==> src/rtl/mca_output_fifo.sv <==
`default_nettype none
// ============================================================================
// Module      : mca_output_fifo
// Description : Tracks the multi-cycle adder schedule, captures its result
//               when valid, scales it (arithmetic shift + saturation) and
//               queues it in a small FIFO drained through a valid/ready port.
// Revision    : 1.0 - initial release
// ============================================================================
module mca_output_fifo #(
  parameter int WIDTH_COEFFICIENT = 32,
  parameter int WIDTH_OUT         = 16,
  parameter int SHIFT             = 8,
  parameter int DEPTH             = 4,
  parameter int ADD_CYCLES        = 16
) (
  input  logic                         clk,
  input  logic                         resetn,
  input  logic                         enable,
  input  logic                         start,
  input  logic [WIDTH_COEFFICIENT-1:0] res,
  input  logic                         out_ready,
  input  logic                         clear_ovf,
  output logic [WIDTH_OUT-1:0]         out_data,
  output logic                         out_valid,
  output logic [$clog2(DEPTH):0]       level,
  output logic                         overflow
);

  localparam int c_ptr_w = $clog2(DEPTH);
  localparam int c_lvl_w = c_ptr_w + 1;

  localparam logic [4:0]         c_last = 5'(ADD_CYCLES - 1);
  localparam logic [c_lvl_w-1:0] c_full = c_lvl_w'(DEPTH);

  // Saturation bounds expressed at the width of the shifted result.
  localparam logic signed [WIDTH_COEFFICIENT-1:0] c_max =
    {{(WIDTH_COEFFICIENT-WIDTH_OUT+1){1'b0}}, {(WIDTH_OUT-1){1'b1}}};
  localparam logic signed [WIDTH_COEFFICIENT-1:0] c_min =
    {{(WIDTH_COEFFICIENT-WIDTH_OUT+1){1'b1}}, {(WIDTH_OUT-1){1'b0}}};

  typedef enum logic [1:0] {
    T_IDLE = 2'd0,
    T_WAIT = 2'd1,
    T_CAPT = 2'd2
  } state_t;

  state_t                        r_state;
  logic [4:0]                    r_cnt;
  logic [WIDTH_OUT-1:0]          r_mem [DEPTH];
  logic [c_ptr_w-1:0]            r_wptr;
  logic [c_ptr_w-1:0]            r_rptr;
  logic [c_lvl_w-1:0]            r_level;
  logic                          r_overflow;

  logic signed [WIDTH_COEFFICIENT-1:0] w_sh;
  logic [WIDTH_OUT-1:0]          w_scaled;
  logic                          w_push;
  logic                          w_pop;
  logic                          w_full;
  logic                          w_accept;
  logic                          w_drop;

  // Tracker mirrors the adder: idle, count ADD_CYCLES enabled edges, capture.
  always_ff @(posedge clk or negedge resetn) begin
    if (!resetn) begin
      r_state <= T_IDLE;
      r_cnt   <= 5'd0;
    end else if (enable) begin
      case (r_state)
        T_IDLE: begin
          if (start) begin
            r_state <= T_WAIT;
            r_cnt   <= 5'd0;
          end
        end
        T_WAIT: begin
          r_cnt <= r_cnt + 5'd1;
          if (r_cnt == c_last) begin
            r_state <= T_CAPT;
          end
        end
        T_CAPT: begin
          // The adder samples start in its idle state on this same edge.
          if (start) begin
            r_state <= T_WAIT;
            r_cnt   <= 5'd0;
          end else begin
            r_state <= T_IDLE;
          end
        end
        default: r_state <= T_IDLE;
      endcase
    end
  end

  assign w_sh = $signed(res) >>> SHIFT;

  // Clamp the shifted result into the signed output range.
  always_comb begin
    w_scaled = w_sh[WIDTH_OUT-1:0];
    if (w_sh > c_max) begin
      w_scaled = {1'b0, {(WIDTH_OUT-1){1'b1}}};
    end else if (w_sh < c_min) begin
      w_scaled = {1'b1, {(WIDTH_OUT-1){1'b0}}};
    end
  end

  assign w_push   = enable && (r_state == T_CAPT);
  assign w_pop    = out_valid && out_ready;
  assign w_full   = (r_level == c_full);
  assign w_accept = w_push && (!w_full || w_pop);
  assign w_drop   = w_push && w_full && !w_pop;

  // Circular buffer storage, pointers and occupancy.
  always_ff @(posedge clk or negedge resetn) begin
    if (!resetn) begin
      for (int i = 0; i < DEPTH; i++) begin
        r_mem[i] <= '0;
      end
      r_wptr  <= '0;
      r_rptr  <= '0;
      r_level <= '0;
    end else begin
      if (w_accept) begin
        r_mem[r_wptr] <= w_scaled;
        r_wptr        <= r_wptr + c_ptr_w'(1);
      end
      if (w_pop) begin
        r_rptr <= r_rptr + c_ptr_w'(1);
      end
      if (w_accept && !w_pop) begin
        r_level <= r_level + c_lvl_w'(1);
      end else if (!w_accept && w_pop) begin
        r_level <= r_level - c_lvl_w'(1);
      end
    end
  end

  // Sticky drop flag; a drop in the same cycle outranks a clear request.
  always_ff @(posedge clk or negedge resetn) begin
    if (!resetn) begin
      r_overflow <= 1'b0;
    end else if (w_drop) begin
      r_overflow <= 1'b1;
    end else if (clear_ovf) begin
      r_overflow <= 1'b0;
    end
  end

  assign out_data  = r_mem[r_rptr];
  assign out_valid = (r_level != '0);
  assign level     = r_level;
  assign overflow  = r_overflow;

endmodule
`default_nettype wire

==> config.mk <==
export PLATFORM = sky130hd
export DESIGN_NAME = mca_output_fifo
export DESIGN_NICKNAME = d
export VERILOG_FILES = /design/src/rtl/mca_output_fifo.sv
export SDC_FILE = /design/constraint.sdc
export NUM_CORES = 1
export LEC_CHECK = 0
export CAP_MARGIN = 20
export CORE_UTILIZATION = 50
export CTS_CLUSTER_DIAMETER = 150
export DETAILED_ROUTE_END_ITERATION = 16
export GPL_TIMING_DRIVEN = 0
export HOLD_SLACK_MARGIN = 0.15
export PLACE_DENSITY = 0.75
export SYNTH_ARGS = -nofsm -noshare
export SYNTH_HDL_FRONTEND = slang
export SYNTH_SLANG_ARGS = --single-unit
==> constraint.sdc <==
create_clock -name clk -period 5.15 [get_ports clk]
set_input_delay 1.03 -clock clk [delete_from_list [all_inputs] [get_ports clk]]
set_output_delay 1.03 -clock clk [all_outputs]
set_load 0.02 [all_outputs]
Word level (Yosys, flattened, before mapping)
Index checks and enable logic that the tools add are counted.
{"block": "classes", "bitwise": 2, "reduce_logical": 20, "mux": 18, "n_eq_ne": 7, "order_cmp": 5, "add_sub_neg": 5}
{"op": "$mux 16", "n": 5}
{"op": "$bwmux 64", "n": 1}
{"op": "$bmux 16 s2", "n": 1}
{"op": "$demux 16 s2", "n": 1}
{"op": "$gt 24x16->1 const B", "n": 1}
{"op": "$lt 24x16->1 const B", "n": 1}
{"op": "$pmux 5 s2", "n": 1}
{"op": "$logic_and 1x1->1", "n": 8}
{"op": "$ge 3x3->1 const B", "n": 2}
{"op": "$mux 3", "n": 2}
{"op": "$not 2->3", "n": 2}
{"op": "$pmux 2 s3", "n": 1}
{"op": "$reduce_and 3->1", "n": 2}
{"op": "$reduce_bool 2->1", "n": 3}
{"op": "$add 5x1->5 const B", "n": 1}
{"op": "$eq 5x4->1 const B", "n": 1}
{"op": "$mux 5", "n": 1}
{"op": "$add 2x1->2 const B", "n": 2}
{"op": "$mux 2", "n": 2}
{"op": "$ne 2x2->1 const B", "n": 2}
{"op": "$add 3x1->3 const B", "n": 1}
{"op": "$eq 3x3->1 const B", "n": 1}
{"op": "$logic_not 1->1", "n": 3}
{"op": "$lt 3x1->1 const B", "n": 1}
{"op": "9 further kinds", "n": 11}
{"block": "totals", "out_inout_bits": 21, "inputBits": 38, "wordCells": 67, "regBits": 79}

Depth between registers and ports, before layout
Gate-level depths: netlist of run 1.
{"block": "logic_depth", "word_depth": 8, "depth_mapped": 10, "mapped_depth_nobuf": 8}

Worst setup path after synthesis of run 1
Ideal clock, no wire load.
{"block": "synth_path", "kind": "input to register", "from": "input port out_ready", "to": "register r_level[1], in the netlist level[1]", "path_stages": 7, "slack_ps": 2583, "arrival_time_ps": 2442, "setup_ps": 125, "n_path_buf": 1, "cell_sequence": "nor4b_4 > nor2_4 > buf_12 > ha_1 > inv_1 > fa_1 > mux2_2"}
{"block": "synth_via", "elab_chain_len": 6, "word_cells_on_any_way": 9, "classes_between": "mux: 1; reduce/logical: 8"}
{"item": "start: declaration", "line_no": "21", "text": "input logic out_ready,"}
{"item": "$logic_and 1x1->1 *", "line_no": "109", "text": "assign w_pop = out_valid && out_ready;"}
{"item": "$logic_or 1x1->1 *", "line_no": "111", "text": "assign w_accept = w_push && (!w_full || w_pop);"}
{"item": "$logic_and 1x1->1 *", "line_no": "111"}
{"item": "net w_accept", "line_no": "60", "text": "logic w_accept;"}
{"item": "$logic_not 1->1", "line_no": "133", "text": "end else if (!w_accept && w_pop) begin"}
{"item": "$logic_and 1x1->1", "line_no": "133"}
{"item": "$reduce_bool 2->1 (no line)"}
{"item": "end signal: assignment", "line_no": "132", "text": "r_level <= r_level + c_lvl_w'(1);"}
{"item": "end signal: assignment", "line_no": "134", "text": "r_level <= r_level - c_lvl_w'(1);"}
{"item": "end: declaration", "line_no": "52", "text": "logic [c_lvl_w-1:0] r_level;"}
Mark *: on every way through the listed nets, which the timed path passes. The rest lies on a longest branch.
A chain may end at the register's enable or synchronous reset.

Final worst setup path of run 1
{"block": "layout_path", "from": "register r_rptr[0]", "to": "output port out_data[12]"}
{"block": "layout_via", "elab_chain_len": 4}
{"item": "start: declaration", "line_no": "51", "text": "logic [c_ptr_w-1:0] r_rptr;"}
{"item": "start signal: assignment", "line_no": "129", "text": "r_rptr <= r_rptr + c_ptr_w'(1);"}
{"item": "$not 2->3 (implied by the code)", "line_no": "150", "text": "assign out_data = r_mem[r_rptr];"}
{"item": "$bmux 16 s2", "line_no": "150"}
{"item": "$mux 16 (implied by the code) (2 in a row)", "line_no": "150"}
{"item": "end: declaration", "line_no": "23", "text": "output logic [WIDTH_OUT-1:0] out_data,"}
Every way passes these cells. The select of a mux whose other input is x is not followed.

==> results.ini, run 1 <==
[outcome]
status = complete, no violations

[setup_path]
path_class = reg -> out
worstReg2RegEnd = level[2]$_DFFE_PN0P_
rr_worst_depth = 8
slowest_delay_ps = 560
start_kind = flip-flop
endpoint_kind = output pin
critPathMaxFanout = 10
timing.rr.start = level[1]$_DFFE_PN0P_
crit_chain = buf_2 -> buf_4 -> mux4_2 -> clkdlybuf4s50_1
ff2ff_setup_slack_ps = 2920
required_ps = 4120
cp_slowest_cell = clkdlybuf4s50_1
cp.arrival_ps = 2400

[clock_network]
cts_resized = 0
cts_sinks = 79
htreeDepth = 3
clk-insertion-delay-late_ps = 350
cts_tree = yes
cts_buffer_depth = 2
cts-root-buf = clkbuf_8
cts_buffers = 9
post_cts_buffers = 0
cts.hold.buffers_added = 0
clk_pin_slew_ps = 80

[sta]
worst_pin_slew_ps = 654.9
relSlewSlack_pct = 55.88
setup_viol = 0
report.final.slew_viol_count = 0
finalHoldViolations = 0
setup_tns_ps = 0
min_period_over_period_pct = 66.59
timing.fmax_mhz = 291.6
hold_ws_ps = 489.5
fin_ws_ps = 1720
rsz0062_at_grt = false
fin_crit_ps = 3430
skew_ps = 10.57

[power_and_ir_drop]
ir_drop_mv = 0.3032
pwr_density_cell_mw_per_mm2 = 436.6
leakage_nw = 2.002

[min_path]
holdPathStages = 1
min_path_type = reg -> reg
min_to = r_mem[51]$_DFFE_PN0P_
hold_start = r_mem[51]$_DFFE_PN0P_

[synth]
synth_area_leaders = dfrtp_1 54%, o2bb2ai_1 14%, mux4_2 9.8%
synth_cell_types = 38
netlist_instances = 262
synth_flop_cell = dfrtp_1
yosys.area_share.adder_pct = 2.921
synth_seq_area_share_pct = 53.67
synth_commonest_cells = 79 x dfrtp_1, 59 x o2bb2ai_1, 16 x mux4_2, 16 x nor2_1, 9 x nand2_1
synth_most_common_cell = dfrtp_1
synth_seq_cells = 79
synth_top_cell_by_area = dfrtp_1
synth-xor-area-share_pct = 1.427
synth_edf_count = 0
async_flop_share_pct = 100.0
syn_area_mm2 = 0.003684
synth_warnings = 0
synthSimpleGateAreaFrac_pct = 8.662
synth_compound_area_share_pct = 17.83
synth_top_area_share_pct = 53.67
synth_top_family_by_area = compound AO/OA/AOI/OAI gates
synth.area.mux_share_pct = 11.62
synth_nets = 308
syn_avg_cell_area_um2 = 14.06

[floorplanning]
die_x_um = 87.83
dieArea_mm2 = 0.007714
start_util_pct = 53.05
num_io_pins = 59
core_mm2 = 0.006944
rows = 30
die_height_um = 87.83

[finish]
nNetsFinal = 370
antenna_cells = 0
drive_above_1_share_pct = 19.45
utilization_pct = 65.75
syn2layout_area_growth_pct = 23.95
fin_cells = 425

[place]
place_ws_ps = 1839
hpwl_mm = 5.314
gp_congestion = 0.8146
io_buffers = 50
dp.cells = 409

[global_route]
grt_pass1_vias = 2528
grt-ovfl-total = 0
grt_pass1_wl_mm = 12.80
grt.total_usage_pct = 22.63
grt_max_degree = 43
antenna_found_initial = 0

[routing]
viasPerCell = 5.892
drtIter0Drc = 118
wirelength_mm = 8.004
wire_per_inst_um = 18.83
num_vias = 2504
ant_nets = 0
first_pass_iters = 6
route.detailed.drc = 0

[flow_run]
cap_violations = 0

==> power by group <==
| group | internal [W] | switching [W] | leakage (nW) |
|---|---|---|---|
| logic | 0.000322 | 0.000296 | 0.819 |
| registers | 0.000734 | 0.0000875 | 1.06 |
| clock network | 0.000323 | 0.000231 | 0.120 |
| total | 0.00138 | 0.000614 | 2.00 |
==> final cells by class <==
cell class              instances  area, um^2
fillers                       507        2379
flip-flops and latches         79        1977
multi-input cells             161        1564
repair buffers                 51       518.0
clock buffers                   9       123.9
clock inverters                 7       120.1
well taps                      96       120.1
plain buffers                  15       116.4
inverters                       7       26.28
==> worst max-delay path: cells and delay by family (launching register included) <==
family   cells  cell delay (ps)
flops        1              330
buf+inv      3             1180
mux          1              540
==> state kept, by name (all words and copies together) (netlist names) <==
| name | flops |
|---|---|
| r_mem | 64 |
| r_cnt | 5 |
| level | 3 |
| r_rptr | 2 |
| r_state | 2 |
| r_wptr | 2 |
| overflow | 1 |
==> cells by family (layout without fill, tap and decap cells) <==
family / after synthesis / in the layout
xor+xnor: 6 / 6
simple gates: 48 / 48
compound gates: 78 / 78
buf+inv: 22 / 89
fa+ha+maj: 8 / 8
flops: 79 / 79
mux: 21 / 21
==> layer usage <==
| metal | part of all wire (%) | GRT usage [%] | vias up |
|---|---|---|---|
| met5 | 0 | 0 | - |
| met1 | 45 | 31.13 | 1311 |
| met4 | 0.75 | 7.154 | 0 |
| met2 | 49 | 35.24 | 61 |
| li1 | - | - | 1127 |
| met3 | 4.5 | 6.126 | 5 |
==> metrics by stage <==
stage / power, W / instance area (um^2)
6_report: 0.001994 / 4566
5_1_grt: 0.002100 / 4566
4_1_cts: 0.002006 / 4566
3_5_place_dp: 0.001447 / 4322
3_3_place_gp: 0.001430 / 4304
2_1_floorplan: 0.001240 / 3684
==> layout by cell type (no fill, tap or decap), drive strengths merged, types with 5 or more instances in the layout <==
| cell | n |
|---|---|
| dfrtp | 79 |
| o2bb2ai | 60 |
| clkdlybuf4s50 | 49 |
| nor2 | 17 |
| mux4 | 16 |
| buf | 16 |
| nand2 | 13 |
| clkbuf | 10 |
| o21ai | 9 |
| inv | 8 |
| ha | 7 |
| nand3 | 6 |
| a22o | 5 |
| mux2 | 5 |
==> worst max-delay path by stage <==
stage | from | end
final | r_rptr[0]$_DFFE_PN0P_ | out_data[12]
after floorplan | out_ready | level[1]$_DFFE_PN0P_
after global placement | resetn | r_mem[58]$_DFFE_PN0P_
after CTS | r_rptr[0]$_DFFE_PN0P_ | out_data[12]
after global routing | r_rptr[0]$_DFFE_PN0P_ | out_data[9]
after detailed placement | enable | level[2]$_DFFE_PN0P_
Power figures use the tool's default switching activity.
==> run 2: changes to the inputs <==
--- a/config.mk
+++ b/config.mk
@@ -6,12 +6,12 @@
 export NUM_CORES = 1
 export LEC_CHECK = 0
 export CAP_MARGIN = 20
-export CORE_UTILIZATION = 50
+export CORE_UTILIZATION = 48
 export CTS_CLUSTER_DIAMETER = 150
 export DETAILED_ROUTE_END_ITERATION = 16
 export GPL_TIMING_DRIVEN = 0
 export HOLD_SLACK_MARGIN = 0.15
-export PLACE_DENSITY = 0.75
+export PLACE_DENSITY = 0.76
 export SYNTH_ARGS = -nofsm -noshare
 export SYNTH_HDL_FRONTEND = slang
 export SYNTH_SLANG_ARGS = --single-unit
==> constraint.sdc (replaced) <==
create_clock -name clk -period 3 [get_ports clk]
set_input_delay 0.6 -clock clk [delete_from_list [all_inputs] [get_ports clk]]
set_output_delay 0.6 -clock clk [all_outputs]
set_load 0.02 [all_outputs]
==> results.ini, run 2 (same netlist as run 1, synthesis figures left out) <==
[outcome]
status = complete, no violations

[power_and_ir_drop]
ir_drop_mv = 0.4827
pwr_density_cell_mw_per_mm2 = 721.5
leakage_nw = 1.993

[floorplanning]
core_mm2 = 0.007331
die_height_um = 89.60
start_util_pct = 50.25
num_io_pins = 59
dieArea_mm2 = 0.008028
rows = 31
die_x_um = 89.60

[sta]
report.final.slew_viol_count = 0
finalHoldViolations = 0
rsz0062_at_grt = false
setup_tns_ps = 0
relSlewSlack_pct = 60.29
min_period_over_period_pct = 95.29
fin_crit_ps = 2859
skew_ps = 6.682
timing.fmax_mhz = 349.8
fin_ws_ps = 141.4
setup_viol = 0
worst_pin_slew_ps = 595.7

[global_route]
grt.total_usage_pct = 22.37
grt_max_degree = 56
grt-ovfl-total = 0
antenna_found_initial = 0
grt_pass1_wl_mm = 13.00
grt_pass1_vias = 2524

[setup_path]
cp_slowest_cell = dfrtp_1
ff2ff_setup_slack_ps = 760
endpoint_kind = output pin
worstReg2RegEnd = level[2]$_DFFE_PN0P_
slowest_delay_ps = 610
cp-startpoint = r_rptr[1]$_DFFE_PN0P_
rr_worst_depth = 8
cp.arrival_ps = 2260
timing.rr.start = level[1]$_DFFE_PN0P_
critPathMaxFanout = 10
start_kind = flip-flop
required_ps = 2400
path_class = reg -> out
crit_chain = buf_2 -> mux4_2 -> clkdlybuf4s50_1

[finish]
final_cell_mix = 79 x dfrtp_1, 59 x o2bb2ai_1, 49 x clkdlybuf4s50_1
largest-register = r_mem
syn2layout_area_growth_pct = 23.57
fillers = 579
fin_cells = 428
nNetsFinal = 370
largest_reg_flops = 64
layout_commonest_cell = dfrtp_1
antenna_cells = 0
drive_above_1_share_pct = 19.45

[min_path]
hold_start = r_mem[5]$_DFFE_PN0P_
min_path_type = reg -> reg
holdPathStages = 1
min_to = r_mem[5]$_DFFE_PN0P_

[clock_network]
cts_tree = yes
htreeDepth = 3
cts_buffers = 9
clk_pin_slew_ps = 80
cts-root-buf = clkbuf_8
cts_sinks = 79
cts_buffer_depth = 2
clk-insertion-delay-late_ps = 350

[routing]
drtIter0Drc = 84
ant_nets = 0
viasPerCell = 5.762
wirelength_mm = 7.968
first_pass_iters = 4
num_vias = 2466
wire_per_inst_um = 18.62
route.detailed.drc = 0

[flow_run]
cap_violations = 0

[place]
gp_congestion = 0.7996
place_ws_ps = 102.0
hpwl_mm = 5.419
io_buffers = 50
dp.cells = 412

## run 2: cell type report
cell class                 count  area, um^2  share of cell area [%]
multi-input combinational    161        1564                   34.36
inverter                       7       26.28                  0.5772
clock inverter                 6       68.82                   1.512
buffer                        14       118.9                   2.611
clock buffer                  10       137.6                   3.024
timing repair buffer          52       535.5                   11.76
tap                           99       123.9                   2.721
sequential                    79        1977                   43.43
## run 2: worst max path at each step
stage / slack [ps] / depth (start not counted) / end
after global placement: -1370 / 1 / r_cnt[4]$_DFFE_PN0P_
after floorplan: 750 / 8 / level[2]$_DFFE_PN0P_
final: 140 / 3 / out_data[13]
after CTS: 40 / 4 / out_data[13]
after global routing: 30 / 4 / out_data[12]
after detailed placement: 100 / 10 / level[2]$_DFFE_PN0P_
## run 2: routing by layer
| layer | share of wire (%) | GRT usage [%] | wire length (um) | vias to the layer above |
|---|---|---|---|---|
| li1 | - | - | - | 1140 |
| met1 | 46 | 31.23 | 3670 | 1267 |
| met2 | 50 | 34.92 | 3948 | 53 |
| met3 | 3.9 | 4.753 | 307 | 6 |
| met4 | 0.51 | 7.937 | 41 | 0 |
| met5 | 0 | 0 | 0 | - |
## run 2: critical path, delay by kind of cell (launching register included)
family | cells | cell delay, ps
muxes | 1 | 370
DFF | 1 | 610
buffers and inverters | 2 | 930
## run 2: where the power goes
group / total [W] / internal (W) / switching, W
clock: 0.000812 / 0.000411 / 0.000401
combinational: 0.00104 / 0.000557 / 0.000481
sequential: 0.00143 / 0.00126 / 0.000174
total: 0.00328 / 0.00223 / 0.00106
## run 2: what timing repair did
action | 4_1_cts | 5_1_grt
hold buffers | 1 | 0
setup endpoints to repair | 9 | 8
resized for setup | 1 | 1
gates cloned | 0 | 0
endpoints found under the hold margin | 24 | 0
buffers inserted | 0 | 0
## run 2: stage by stage
step	hold slack (ps)	utilization (%)	total power (W)	instance area [um^2]
after CTS	492.1	62.06	0.003314	4549
after floorplan	304.4	-	0.002128	3684
final	490.5	62.09	0.003284	4552
after detailed placement	469.3	59.11	0.002490	4333
after global routing	509.0	62.09	0.003456	4552
after global placement	466.0	58.76	0.002454	4308
